--- config.mk ---
export PLATFORM = sky130hd
export DESIGN_NAME = plc_ton_timer_flat
export DESIGN_NICKNAME = d
export VERILOG_FILES = /design/src/rtl/plc_ton_timer_if.sv /design/src/rtl/plc_ton_timer.sv /design/src/flat_wrapper.sv
export SDC_FILE = /design/constraint.sdc
export NUM_CORES = 1
export LEC_CHECK = 0
export ABC_AREA = 1
export ABC_CLOCK_PERIOD_IN_PS = 3450
export CORE_MARGIN = 2
export CORE_UTILIZATION = 56
export CTS_CLUSTER_SIZE = 20
export DETAILED_ROUTE_END_ITERATION = 16
export PLACE_DENSITY = 0.82
export SYNTH_ARGS = -nofsm -noshare
export SYNTH_HDL_FRONTEND = slang
export SYNTH_SLANG_ARGS = --single-unit
--- constraint.sdc ---
create_clock -name clk -period 3.45 [get_ports clk]
set_input_delay 0.345 -clock clk [delete_from_list [all_inputs] [get_ports clk]]
set_output_delay 0.345 -clock clk [all_outputs]
set_load 0.01 [all_outputs]
--- src/rtl/plc_ton_timer_if.sv ---
// Timer tag bus: rung-side controls in, EN/TT/DN/ACC status out.
// The master drives the rung; the slave is the timer instance.
interface plc_ton_timer_if #(
    parameter int ACC_W = 32
);
    logic             tick;
    logic             rung;
    logic             res;
    logic [ACC_W-1:0] pre;
    logic             en;
    logic             tt;
    logic             dn;
    logic [ACC_W-1:0] acc;

    modport master (
        output tick, rung, res, pre,
        input  en, tt, dn, acc
    );

    modport slave (
        input  tick, rung, res, pre,
        output en, tt, dn, acc
    );
endinterface

--- src/rtl/plc_ton_timer.sv ---
// TON / RTO ladder timer primitive with tick prescaler.
// All status bits and ACC are registered.
module plc_ton_timer #(
    parameter int ACC_W     = 32,
    parameter int TICK_DIV  = 1,
    parameter bit RETENTIVE = 1'b0
) (
    input  logic            clk,
    input  logic            rst,
    plc_ton_timer_if.slave  bus
);
    localparam int PW = (TICK_DIV > 1) ? $clog2(TICK_DIV) : 1;
    localparam logic [PW-1:0] PSC_TOP = PW'(TICK_DIV - 1);

    typedef enum logic [1:0] {
        IDLE,
        TIMING,
        DONE,
        HOLD
    } state_t;

    state_t           state_q, state_d;
    logic [ACC_W-1:0] acc_q, acc_d;
    logic [PW-1:0]    psc_q, psc_d;
    logic             en_q, en_d;
    logic             dn_q, dn_d;
    logic             tt_q, tt_d;
    logic [ACC_W-1:0] acc_inc;
    logic             pre_zero;

    assign acc_inc  = acc_q + 1'b1;
    assign pre_zero = (bus.pre == '0);

    always_comb begin
        state_d = state_q;
        acc_d   = acc_q;
        psc_d   = psc_q;
        en_d    = bus.rung;

        if (bus.res) begin
            acc_d   = '0;
            psc_d   = '0;
            if (!bus.rung)
                state_d = IDLE;
            else
                state_d = pre_zero ? DONE : TIMING;
        end else if (!bus.rung) begin
            if (!RETENTIVE) begin
                state_d = IDLE;
                acc_d   = '0;
                psc_d   = '0;
            end else if (state_q != IDLE) begin
                state_d = HOLD;
            end
        end else begin
            unique case (state_q)
                IDLE: begin
                    acc_d   = '0;
                    psc_d   = '0;
                    state_d = pre_zero ? DONE : TIMING;
                end
                HOLD: begin
                    if (acc_q >= bus.pre) begin
                        state_d = DONE;
                        acc_d   = bus.pre;
                    end else begin
                        state_d = TIMING;
                    end
                end
                TIMING: begin
                    // Preset may have been lowered under the running count.
                    if (acc_q >= bus.pre) begin
                        state_d = DONE;
                        acc_d   = bus.pre;
                    end else if (bus.tick) begin
                        if (psc_q == PSC_TOP) begin
                            psc_d = '0;
                            acc_d = acc_inc;
                            if (acc_inc >= bus.pre)
                                state_d = DONE;
                        end else begin
                            psc_d = psc_q + 1'b1;
                        end
                    end
                end
                DONE: begin
                    if (bus.pre > acc_q)
                        state_d = TIMING;
                    else
                        acc_d = bus.pre;
                end
                default: state_d = IDLE;
            endcase
        end

        tt_d = (state_d == TIMING);
        dn_d = (state_d == DONE) ||
               ((state_d == HOLD) && (acc_d >= bus.pre));
    end

    always_ff @(posedge clk or posedge rst) begin
        if (rst) begin
            state_q <= IDLE;
            acc_q   <= '0;
            psc_q   <= '0;
            en_q    <= 1'b0;
            tt_q    <= 1'b0;
            dn_q    <= 1'b0;
        end else begin
            state_q <= state_d;
            acc_q   <= acc_d;
            psc_q   <= psc_d;
            en_q    <= en_d;
            tt_q    <= tt_d;
            dn_q    <= dn_d;
        end
    end

    assign bus.en  = en_q;
    assign bus.tt  = tt_q;
    assign bus.dn  = dn_q;
    assign bus.acc = acc_q;
endmodule

--- src/flat_wrapper.sv ---
// flat-port wrapper written by rule: the top's interface ports become plain ports
module plc_ton_timer_flat 
#(
    parameter int ACC_W     = 32,
    parameter int TICK_DIV  = 1,
    parameter bit RETENTIVE = 1'b0
)
  (clk, rst, bus_tick, bus_rung, bus_res, bus_pre, bus_en, bus_tt, bus_dn, bus_acc);
  plc_ton_timer_if #(.ACC_W(ACC_W)) bus_i ();
  input  logic clk;
  input  logic rst;
  input wire logic [$bits(bus_i.tick)-1:0] bus_tick;
  input wire logic [$bits(bus_i.rung)-1:0] bus_rung;
  input wire logic [$bits(bus_i.res)-1:0] bus_res;
  input wire logic [$bits(bus_i.pre)-1:0] bus_pre;
  output wire logic [$bits(bus_i.en)-1:0] bus_en;
  output wire logic [$bits(bus_i.tt)-1:0] bus_tt;
  output wire logic [$bits(bus_i.dn)-1:0] bus_dn;
  output wire logic [$bits(bus_i.acc)-1:0] bus_acc;
  assign bus_i.tick = bus_tick;
  assign bus_i.rung = bus_rung;
  assign bus_i.res = bus_res;
  assign bus_i.pre = bus_pre;
  assign bus_en = bus_i.en;
  assign bus_tt = bus_i.tt;
  assign bus_dn = bus_i.dn;
  assign bus_acc = bus_i.acc;
  plc_ton_timer #(.ACC_W(ACC_W), .TICK_DIV(TICK_DIV), .RETENTIVE(RETENTIVE)) u_core (.clk(clk), .rst(rst), .bus(bus_i));
endmodule
==> results of run 1 <==
-- through the flow --
step	setup TNS (ns)	instance area [µm²]
finish	0	5850
global route	-0.0124	5850
CTS	0	5810
detailed placement	0	5690
global placement	0	5690
floorplan	0	4870
-- cell type report --
| cell class | count | area (µm²) |
|---|---|---|
| Multi-Input combinational cell | 623 | 3440 |
| Fill cell | 815 | 2750 |
| Sequential cell | 37 | 927 |
| Timing Repair Buffer | 84 | 821 |
| Inverter | 108 | 405 |
| Tap cell | 108 | 135 |
| Clock buffer | 6 | 82.6 |
| Clock inverter | 2 | 37.5 |
-- per-layer routing --
| metal | up-vias | global-route usage | part of all wire |
|---|---|---|---|
| met4 | 0 | 0.120 | 0.035 |
| met2 | 289 | 0.598 | 0.45 |
| met5 | - | 0 | 0 |
| li1 | 2708 | - | - |
| met3 | 49 | 0.0511 | 0.092 |
| met1 | 2603 | 0.476 | 0.42 |
-- worst max-delay path, delay by kind of cell (launching register included) --
kind / cells / cell delay, ns
AO/OA/AOI/OAI: 2 / 0.25
adder cells (fa/ha/maj): 2 / 0.49
buffers and inverters: 3 / 0.32
flip-flops: 1 / 0.44
AND/OR/NAND/NOR: 16 / 1.63
-- registers in the layout (all words and copies together), names as in the netlist --
name and count:
u_core.bus.dn 1, u_core.bus.en 1, u_core.state_q 2, u_core.bus.tt 1, u_core.bus.acc 32
-- kinds of logic (layout without fill, tap and decap cells) --
family | Yosys count | after routing
AND/OR/NAND/NOR | 375 | 375
XOR/XNOR | 13 | 13
adder cells (fa/ha/maj) | 65 | 65
AO/OA/AOI/OAI | 170 | 170
flip-flops | 37 | 37
buffers and inverters | 131 | 200
-- timing repair --
action	CTS	global route
resized for setup	0	2
hold buffers	0	0
buffers inserted	0	4
endpoints found under the setup margin	0	4
-- cells in the mapped netlist, types with 2 or more instances --
library cell | number | area, µm²
a21oi_1 | 63 | 315
a21oi_2 | 4 | 35.0
buf_2 | 8 | 40.0
buf_6 | 2 | 22.5
clkbuf_1 | 10 | 37.5
clkbuf_2 | 2 | 10.0
dfrtp_1 | 37 | 926
ha_1 | 65 | 813
inv_1 | 100 | 375
inv_2 | 7 | 26.3
nand2_1 | 237 | 890
nand2_2 | 12 | 75.1
nand3_1 | 24 | 120
nand3b_1 | 2 | 15.0
nand4_1 | 10 | 62.6
nor2_1 | 56 | 210
nor2_2 | 4 | 25.0
nor2_4 | 3 | 33.8
nor3_1 | 16 | 80.1
nor3_2 | 2 | 20.0
nor4_1 | 5 | 31.3
o21a_1 | 3 | 22.5
o21ai_0 | 85 | 425
o21ai_1 | 12 | 60.1
xor2_1 | 13 | 114
-- path summary, 6_finish.rpt --
kind	startpoint	to
worst max register to register	u_core.bus.acc[0]	u_core.state_q[0]
worst min-delay path	bus_rung	u_core.bus.en
min in group asynchronous	rst	u_core.bus.acc[27]
worst min register to register	u_core.bus.acc[10]	u_core.bus.acc[10]
max in group asynchronous	rst	u_core.bus.acc[0]
worst max-delay path	u_core.bus.acc[0]	u_core.state_q[0]
-- report_power, final --
part           switching [µW]  internal [µW]  total [µW]
combinational             280            183         463
clock                     191            236         427
sequential               28.8            448         477
==> summary.md, run 1 <==
| Metric | Value |
|---|---|
| Die Wd | `97.3 µm` |
| Fin Clk Skew | `0.0139 ns` |
| XOR/XNOR share of the synthesized area | `0.0234` |
| Max Clk Rate | `307 MHz` |
| Overflow after GRT | `0` |
| Main synth FF type | `dfrtp_1` |
| #FFs+latches synth | `37` |
| Core footprint | `8590 µm²` |
| Main combinational cell family by area after synthesis | `simple AND/OR/NAND/NOR gates` |
| Mux cell area share after synthesis | `0` |
| Initial antenna violation count | `0` |
| CP Max Fanout | `7` |
| Via density | `5.84` |
| CTS buffer count | `5` |
| CTS tree | `built` |
| Max VDD drop | `174 µV` |
| First-pass GRT wire length | `27,400 µm` |
| Setup crit end kind | `flop` |
| Mean Syn Cell Area | `6.16 µm²` |
| Die area | `9470 µm²` |
| EDFF count, synth | `0` |
| Number of remaining DRC errors | `0` |
| Critical path cell sequence | `ha_1 -> nand2_2 -> nor2_4 -> inv_2 -> nor2_4 -> nand2_2 -> nor3_4 -> buf_4 -> nand3b_1 -> nand2_1 -> inv_1 -> ha_1 -> nand2_1 -> o21ai_0 -> nand2_1 -> nand3_1 -> a21oi_1 -> nand2_1 -> nand2_1 -> nand2_1 -> nand2_1 -> nand2_1 -> nor2_1` |
| Worst-path clk slew | `0.09 ns` |
| Tot Pwr | `1370 µW` |
| Nets@finish | `961` |
| Area grow syn2layout | `19.9%` |
| Max-cap violations | `0` |
| Slew @ Worst Pin | `1.26 ns` |
| R2R Setup Slk | `0.19 ns` |
| Post-Synth Adder-Cell Area | `0.167` |
| Pin count of the biggest net entering global routing | `38` |
| Compound-Gate Fraction of Synth Area | `0.183` |
| Post-DRT Antenna Nets | `0` |
| DRT iter0 DRCs | `346` |
| DP HPWL | `12,800 µm` |
| Sequential area share after synthesis | `0.190` |
| Die Y | `97.3 µm` |
| Antenna Diode Count | `0` |
| Crit-path max cell delay | `0.44 ns` |
| Most used cell, CP | `nand2_1` |
| Maximum level of the CTS H-tree | `2` |
| Ys Warns | `0` |
| Post-Synth Simple-Gate Area | `0.330` |
| Share of post-route cells with drive strength above 1 | `0.0686` |
| Total clock sinks | `37` |
| Wirelength, routed | `16,800 µm` |
| Fin util | `0.680` |
| Cell variety after synth | `34` |
| Initial core utilization | `0.567` |
| Most frequent cells in the layout | `nand2_1 (237), inv_1 (100), o21ai_0 (85)` |
| 1st-pass router iterations | `5` |
| Hold WS | `0.523 ns` |
| Io pins | `72` |
| Max clock buf depth | `2` |
| Crit path launch type | `flop` |
| Most common cell after layout, fill and taps aside | `nand2_1` |
| Pwr dens | `234 nW/µm²` |
| Fin worst setup slack | `0.194 ns` |
| Leakage | `0.00290 µW` |
| Row cnt | `34` |
| Hold path depth | `1` |
| Clk_lat worst skew | `0.31 ns` |
| Slowest-stage cell, CP | `dfrtp_2` |
| Crit path DAT | `3.45 ns` |
| Post-Synthesis Cell Area | `4870 µm²` |
| Syn Inst Count | `791` |
| Worst Hold Class | `primary input to flop` |
| CTS root buf | `clkbuf_8` |
| Synth Net Count | `893` |
| Inst Count DP | `956` |
| Vias | `5,649` |
| Status | `finished clean` |
| Vias in the first global route | `5,508` |
| Worst Path Required | `3.64 ns` |
| Period utilization | `0.944` |
| Slew headroom | `0.162` |
| Final setup violation count | `0` |
| Async S/R FF share, synth | `1.00` |
| Finished Layout Cells | `968` |
| Count of final hold-check violations | `0` |
| Post-DR wirelength/cell | `17.3 µm` |
| Setup WS pre-CTS | `0.122 ns` |
| Kind of critical path | `flop to flop` |
| GRT Util Overall | `0.358` |
| Final Critical Period | `3.26 ns` |
| Port Buffers | `71` |
| R2R depth | `23` |
| Max-slew violations | `0` |
| Routability cong. | `1.06` |
Note: power is estimated with default switching activity, not from simulation.
==> inputs of run 2 (changes only) <==
REMOVE_ABC_BUFFERS = 1   (was default)
==> run 2 against run 1 <==
Sequential power hardly changed; sequential share of layout area down 0.13 points; non-clock buffer count up 4; critical path type unchanged; critical endpoint is now u_core.bus.tt.
==> summary.md, run 2 (synthesis gave the netlist of run 1 again) <==
| Metric | Value |
|---|---|
| CTS buffer count | `5 (unchanged)` |
| Most frequent cells in the layout | `nand2_1 (237), inv_1 (100), o21ai_0 (85) (unchanged)` |
| Initial core utilization | `0.567 (unchanged)` |
| Period utilization | `0.933 (was 0.944)` |
| Crit path launch type | `flop (unchanged)` |
| CTS root buf | `clkbuf_8 (unchanged)` |
| Slew @ Worst Pin | `1.19 ns (was 1.26 ns)` |
| 1st-pass router iterations | `5 (unchanged)` |
| DP HPWL | `12,600 µm (was 12,800 µm)` |
| M3 GR Usage | `0.0446 (was 0.0511)` |
| Max-cap violations | `0 (unchanged)` |
| Setup crit end kind | `flop (unchanged)` |
| Post-DRT Antenna Nets | `0 (unchanged)` |
| Overflow after GRT | `0 (unchanged)` |
| Slew headroom | `0.204 (was 0.162)` |
| Die Y | `97.3 µm (unchanged)` |
| Worst Path Required | `3.68 ns (was 3.64 ns)` |
| Area grow syn2layout | `20.9% (was 19.9%)` |
| Number of remaining DRC errors | `0 (unchanged)` |
| Count of final hold-check violations | `0 (unchanged)` |
| Max Clk Rate | `311 MHz (was 307 MHz)` |
| CP Max Fanout | `5 (was 7)` |
| Port Buffers | `71 (unchanged)` |
| Final setup violation count | `0 (unchanged)` |
| Via density | `5.67 (was 5.84)` |
| GRT Util Overall | `0.357 (was 0.358)` |
| Status | `finished clean (unchanged)` |
| Kind of critical path | `flop to flop (unchanged)` |
| GR Util met2 | `0.581 (was 0.598)` |
| Row cnt | `34 (unchanged)` |
| Max VDD drop | `179 µV (was 174 µV)` |
| Die Wd | `97.3 µm (unchanged)` |
| Nets@finish | `965 (was 961)` |
| CTS tree | `built (unchanged)` |
| Most common cell after layout, fill and taps aside | `nand2_1 (unchanged)` |
| Placement Cell Area | `5700 µm² (was 5690 µm²)` |
| Number of flip-flops in the largest register | `32 (unchanged)` |
| Initial antenna violation count | `0 (unchanged)` |
| Pwr dens | `231 nW/µm² (was 234 nW/µm²)` |
| Fin Clk Skew | `0.0138 ns (was 0.0139 ns)` |
| Wirelength, routed | `16,400 µm (was 16,800 µm)` |
| Die area | `9470 µm² (unchanged)` |
| Vias | `5,507 (was 5,649)` |
| Worst Hold Class | `primary input to async pin (was primary input to flop)` |
| Leakage | `0.00292 µW (was 0.00290 µW)` |
| Met1 Use GR | `0.494 (was 0.476)` |
| Routability cong. | `1.02 (was 1.06)` |
| Total clock sinks | `37 (unchanged)` |
| Io pins | `72 (unchanged)` |
| Max-slew violations | `0 (unchanged)` |
| First-pass GRT wire length | `27,600 µm (was 27,400 µm)` |
| Share of post-route cells with drive strength above 1 | `0.0764 (was 0.0686)` |
| Setup TNS after final layout | `0 ns (unchanged)` |
| Fin util | `0.686 (was 0.680)` |
| Worst-path clk slew | `0.09 ns (about the same)` |
| Post-DR wirelength/cell | `16.8 µm (was 17.3 µm)` |
| Clk_lat worst skew | `0.30 ns (was 0.31 ns)` |
| Crit path DAT | `3.45 ns (about the same)` |
| R2R depth | `23 (unchanged)` |
| GR peak layer | `met2 (unchanged)` |
| Max clock buf depth | `2 (unchanged)` |
| Maximum level of the CTS H-tree | `2 (unchanged)` |
| DRT iter0 DRCs | `318 (was 346)` |
| Final Critical Period | `3.22 ns (was 3.26 ns)` |
| Final instance area | `5890 µm² (was 5850 µm²)` |
| Pin count of the biggest net entering global routing | `38 (unchanged)` |
| Vias in the first global route | `5,573 (was 5,508)` |
| Core footprint | `8590 µm² (unchanged)` |
| Antenna Diode Count | `0 (unchanged)` |
run 2: cell count changes in the layout (fill, tap and decap cells not counted), sizes merged:
cell / previous run / this run
buf: 13 / 17
run 2: path summary, 6_finish.rpt:
kind | from | endpoint | slack, ns
setup / recovery | u_core.bus.acc[1] | u_core.bus.tt | 0.23
max in group asynchronous | rst | u_core.bus.acc[0] | 2.58
min in group clk | bus_rung | u_core.bus.en | 0.52
hold / removal | rst | u_core.bus.acc[25] | 0.48
hold reg to reg | u_core.bus.acc[10] | u_core.bus.acc[10] | 0.67
setup reg to reg | u_core.bus.acc[1] | u_core.bus.tt | 0.23
run 2: per-stage QoR:
step,hold slack (ns),std cells,power (µW),setup slack (ns)
2_1_floorplan,0.376,768,739,0.737
3_3_place_gp,0.620,957,919,0.283
3_5_place_dp,0.637,957,936,0.221
4_1_cts,0.497,965,1360,0.181
5_1_grt,0.525,972,1440,-0.00291
6_report,0.483,972,1360,0.230
run 2: final cells by class:
| cell class | count | area [µm²] |
|---|---|---|
| tap | 108 | 135 |
| fill | 796 | 2700 |
| inverter | 108 | 405 |
| multi-input combinational | 623 | 3460 |
| sequential | 37 | 927 |
| clock buffer | 6 | 82.6 |
| clock inverter | 2 | 37.5 |
| timing repair buffer | 88 | 851 |
run 2: worst max-delay path, stage by stage (launching register included):
cell and delay [ns]:
dfrtp_1 0.43, ha_2 0.24, nand2_2 0.08, nor2_4 0.18, inv_2 0.09, nor2_4 0.15, nand2_2 0.11, nor3_4 0.31
buf_4 0.18, nand2_1 0.04, nand2_1 0.07, nand2_1 0.08, ha_1 0.18, a21oi_1 0.15, o21ai_0 0.09, nand2_1 0.06
o211ai_1 0.08, a21oi_1 0.13, nand2_1 0.09, nand2_1 0.07, nand2_1 0.05, nand2_1 0.11, nand2_1 0.08, nor2_1 0.10
run 2: routing by layer:
layer,part of all wire,up-vias
met3,0.088,41
met5,0,-
met1,0.43,2472
met2,0.45,273
li1,-,2721
met4,0.028,0
run 2: report_power, final:
part,switching (µW),internal (µW),total (µW)
Combinational,278,186,464
Clock,187,236,423
Sequential,27.7,448,476
Total,493,870,1360
run 2: timing repair:
| action | in CTS | in global routing |
|---|---|---|
| hold buffers | 0 | 0 |
| setup buffers | 0 | 7 |
| setup endpoints to repair | 0 | 4 |
| gates resized for setup | 0 | 6 |
==> variant: new RTL, config.mk and constraints of run 2 <==
Make the reset (`rst`) synchronous in one clocked block.
--- a/src/rtl/plc_ton_timer.sv
+++ b/src/rtl/plc_ton_timer.sv
@@ -98,7 +98,7 @@
                ((state_d == HOLD) && (acc_d >= bus.pre));
     end
 
-    always_ff @(posedge clk or posedge rst) begin
+    always_ff @(posedge clk) begin
         if (rst) begin
             state_q <= IDLE;
             acc_q   <= '0;
Check against the original RTL: differs if rst is asserted again (counterexample within 4 cycles, from zero or initial values and one cycle with rst high); with rst held inactive, the same outputs for 10 cycles.
==> variant against run 2 <==
Combinational power shrank 31%; worst hold slack improved by 110 ps; clock power down 25%; cell area decreased by 1.8%; cell count rose by 2.1%; sequential cell count unchanged; synthesized area increased by 1.5%; clock skew down 1.3 ps; first-iteration DRC count increased by 25%; wire length down 0.34%; setup slack better by 240 ps; power down 21%; utilization down 1.6 points; critical path type unchanged; largest cell class unchanged.
==> variant: results (changes against run 2) <==
Status:
- The flow ran to the end, and the final reports show no timing, DRC or antenna violations.

Place:
- The detailed placer's ending HPWL came to 12350 um (-2.3%).
- The worst slack at placement is 439.4 ps (+218.0 ps).
- The placer's final routability congestion estimate was 0.9916 (-2.5%).

Drt:
- The total wire length was 16310 um (-0.34%).
- The starting DRC count in detailed routing was 396 (+25%).

Worst setup path:
- The slowest stage of the critical path belongs to the cell sky130_fd_sc_hd__dfxtp_1.
- The critical path arrival is 3220 ps (-230 ps).
- The worst-path maximum fanout was 6 (+1).

Finish:
- The multi-input logic portion of the cell area is 62.63% (+4.0 points).
- The non-clock buffer area fraction after layout is 13.18% (-1.3 points).
- The count of non-CTS buffers in the layout is 78 (-11%).
- The count of multi-input combinational gates is 643 (+3.2%).
- The share of post-route cells with drive strength above 1 was 7.579% (-0.060 points).
- The share of final layout cell area taken by clock buffers and inverters is 1.275% (-0.76 points).
- The total number of nets in the final design is 987 (+2.3%).
- The synthesis-to-layout area growth is 17.05%.
- The fill cell total of the finished layout came to 804 (+1.0%).

Synthesis:
- The number of instances in the synthesized netlist is 823 (+4.0%).
- The average cell area after synthesis is 6.010 um2 (-2.5%).
- The share of synthesized area occupied by flip-flops and latches is 14.98% (-4.0 points).
- The async set-reset flop share out of synthesis came to 0% (-100 points).
- By area the synthesized netlist is led by sky130_fd_sc_hd__nand2_1, sky130_fd_sc_hd__ha_1, sky130_fd_sc_hd__dfxtp_1.

Power:
- The flip-flop and latch power is 440 uW (-7.6%).
- The part of the power in combinational logic is 29.7% (-4.3 points).
- The leakage power figure came to 0.002793 uW (-4.3%).

Global routing:
- The global routing usage summed across all routing layers is 34.41% (-1.3 points).
- The fraction of met3 tracks used by global routing came to 4.724% (+0.26 points).
- The wire length of the first global-routing pass is 26740 um (-3.1%).
- The number of global-route vias before repair is 5558 (-0.27%).
- The met1 layer usage reported by global route is 44.67% (-4.7 points).
- The met2 layer usage reported by global route came to 57.06% (-1.1 points).

Timing:
- The measured slew at the worst slew-check pin came to 983.2 ps (-211.5 ps).
-- variant: cell families after synthesis --
family                     after synthesis  synth area share [%]
AOI/OAI and AO/OA                      135                 15.48
DFF                                     37                 14.98
xor gates and xnor gates                 8                 1.417
and+or+nand+nor                        435                 39.97
buffers and inverters                  143                 11.71
adders and majority gates               65                 16.44
-- variant: path summary, 6_finish.rpt --
check | slack [ps] | endpoint | cells after the start | from
hold / removal | 600 | u_core.bus.en | 3 | bus_rung
setup reg to reg | 470 | u_core.state_q[0] | 22 | u_core.bus.acc[3]
setup / recovery | 470 | u_core.state_q[0] | 22 | u_core.bus.acc[3]
hold reg to reg | 680 | u_core.bus.acc[23] | 4 | u_core.bus.acc[23]
-- variant: routing by layer --
| layer | wire length [um] | vias up |
|---|---|---|
| met1 | 7012 | 2575 |
| met5 | 0 | - |
| li1 | - | 2793 |
| met2 | 7470 | 249 |
| met3 | 1247 | 49 |
| met4 | 583 | 0 |
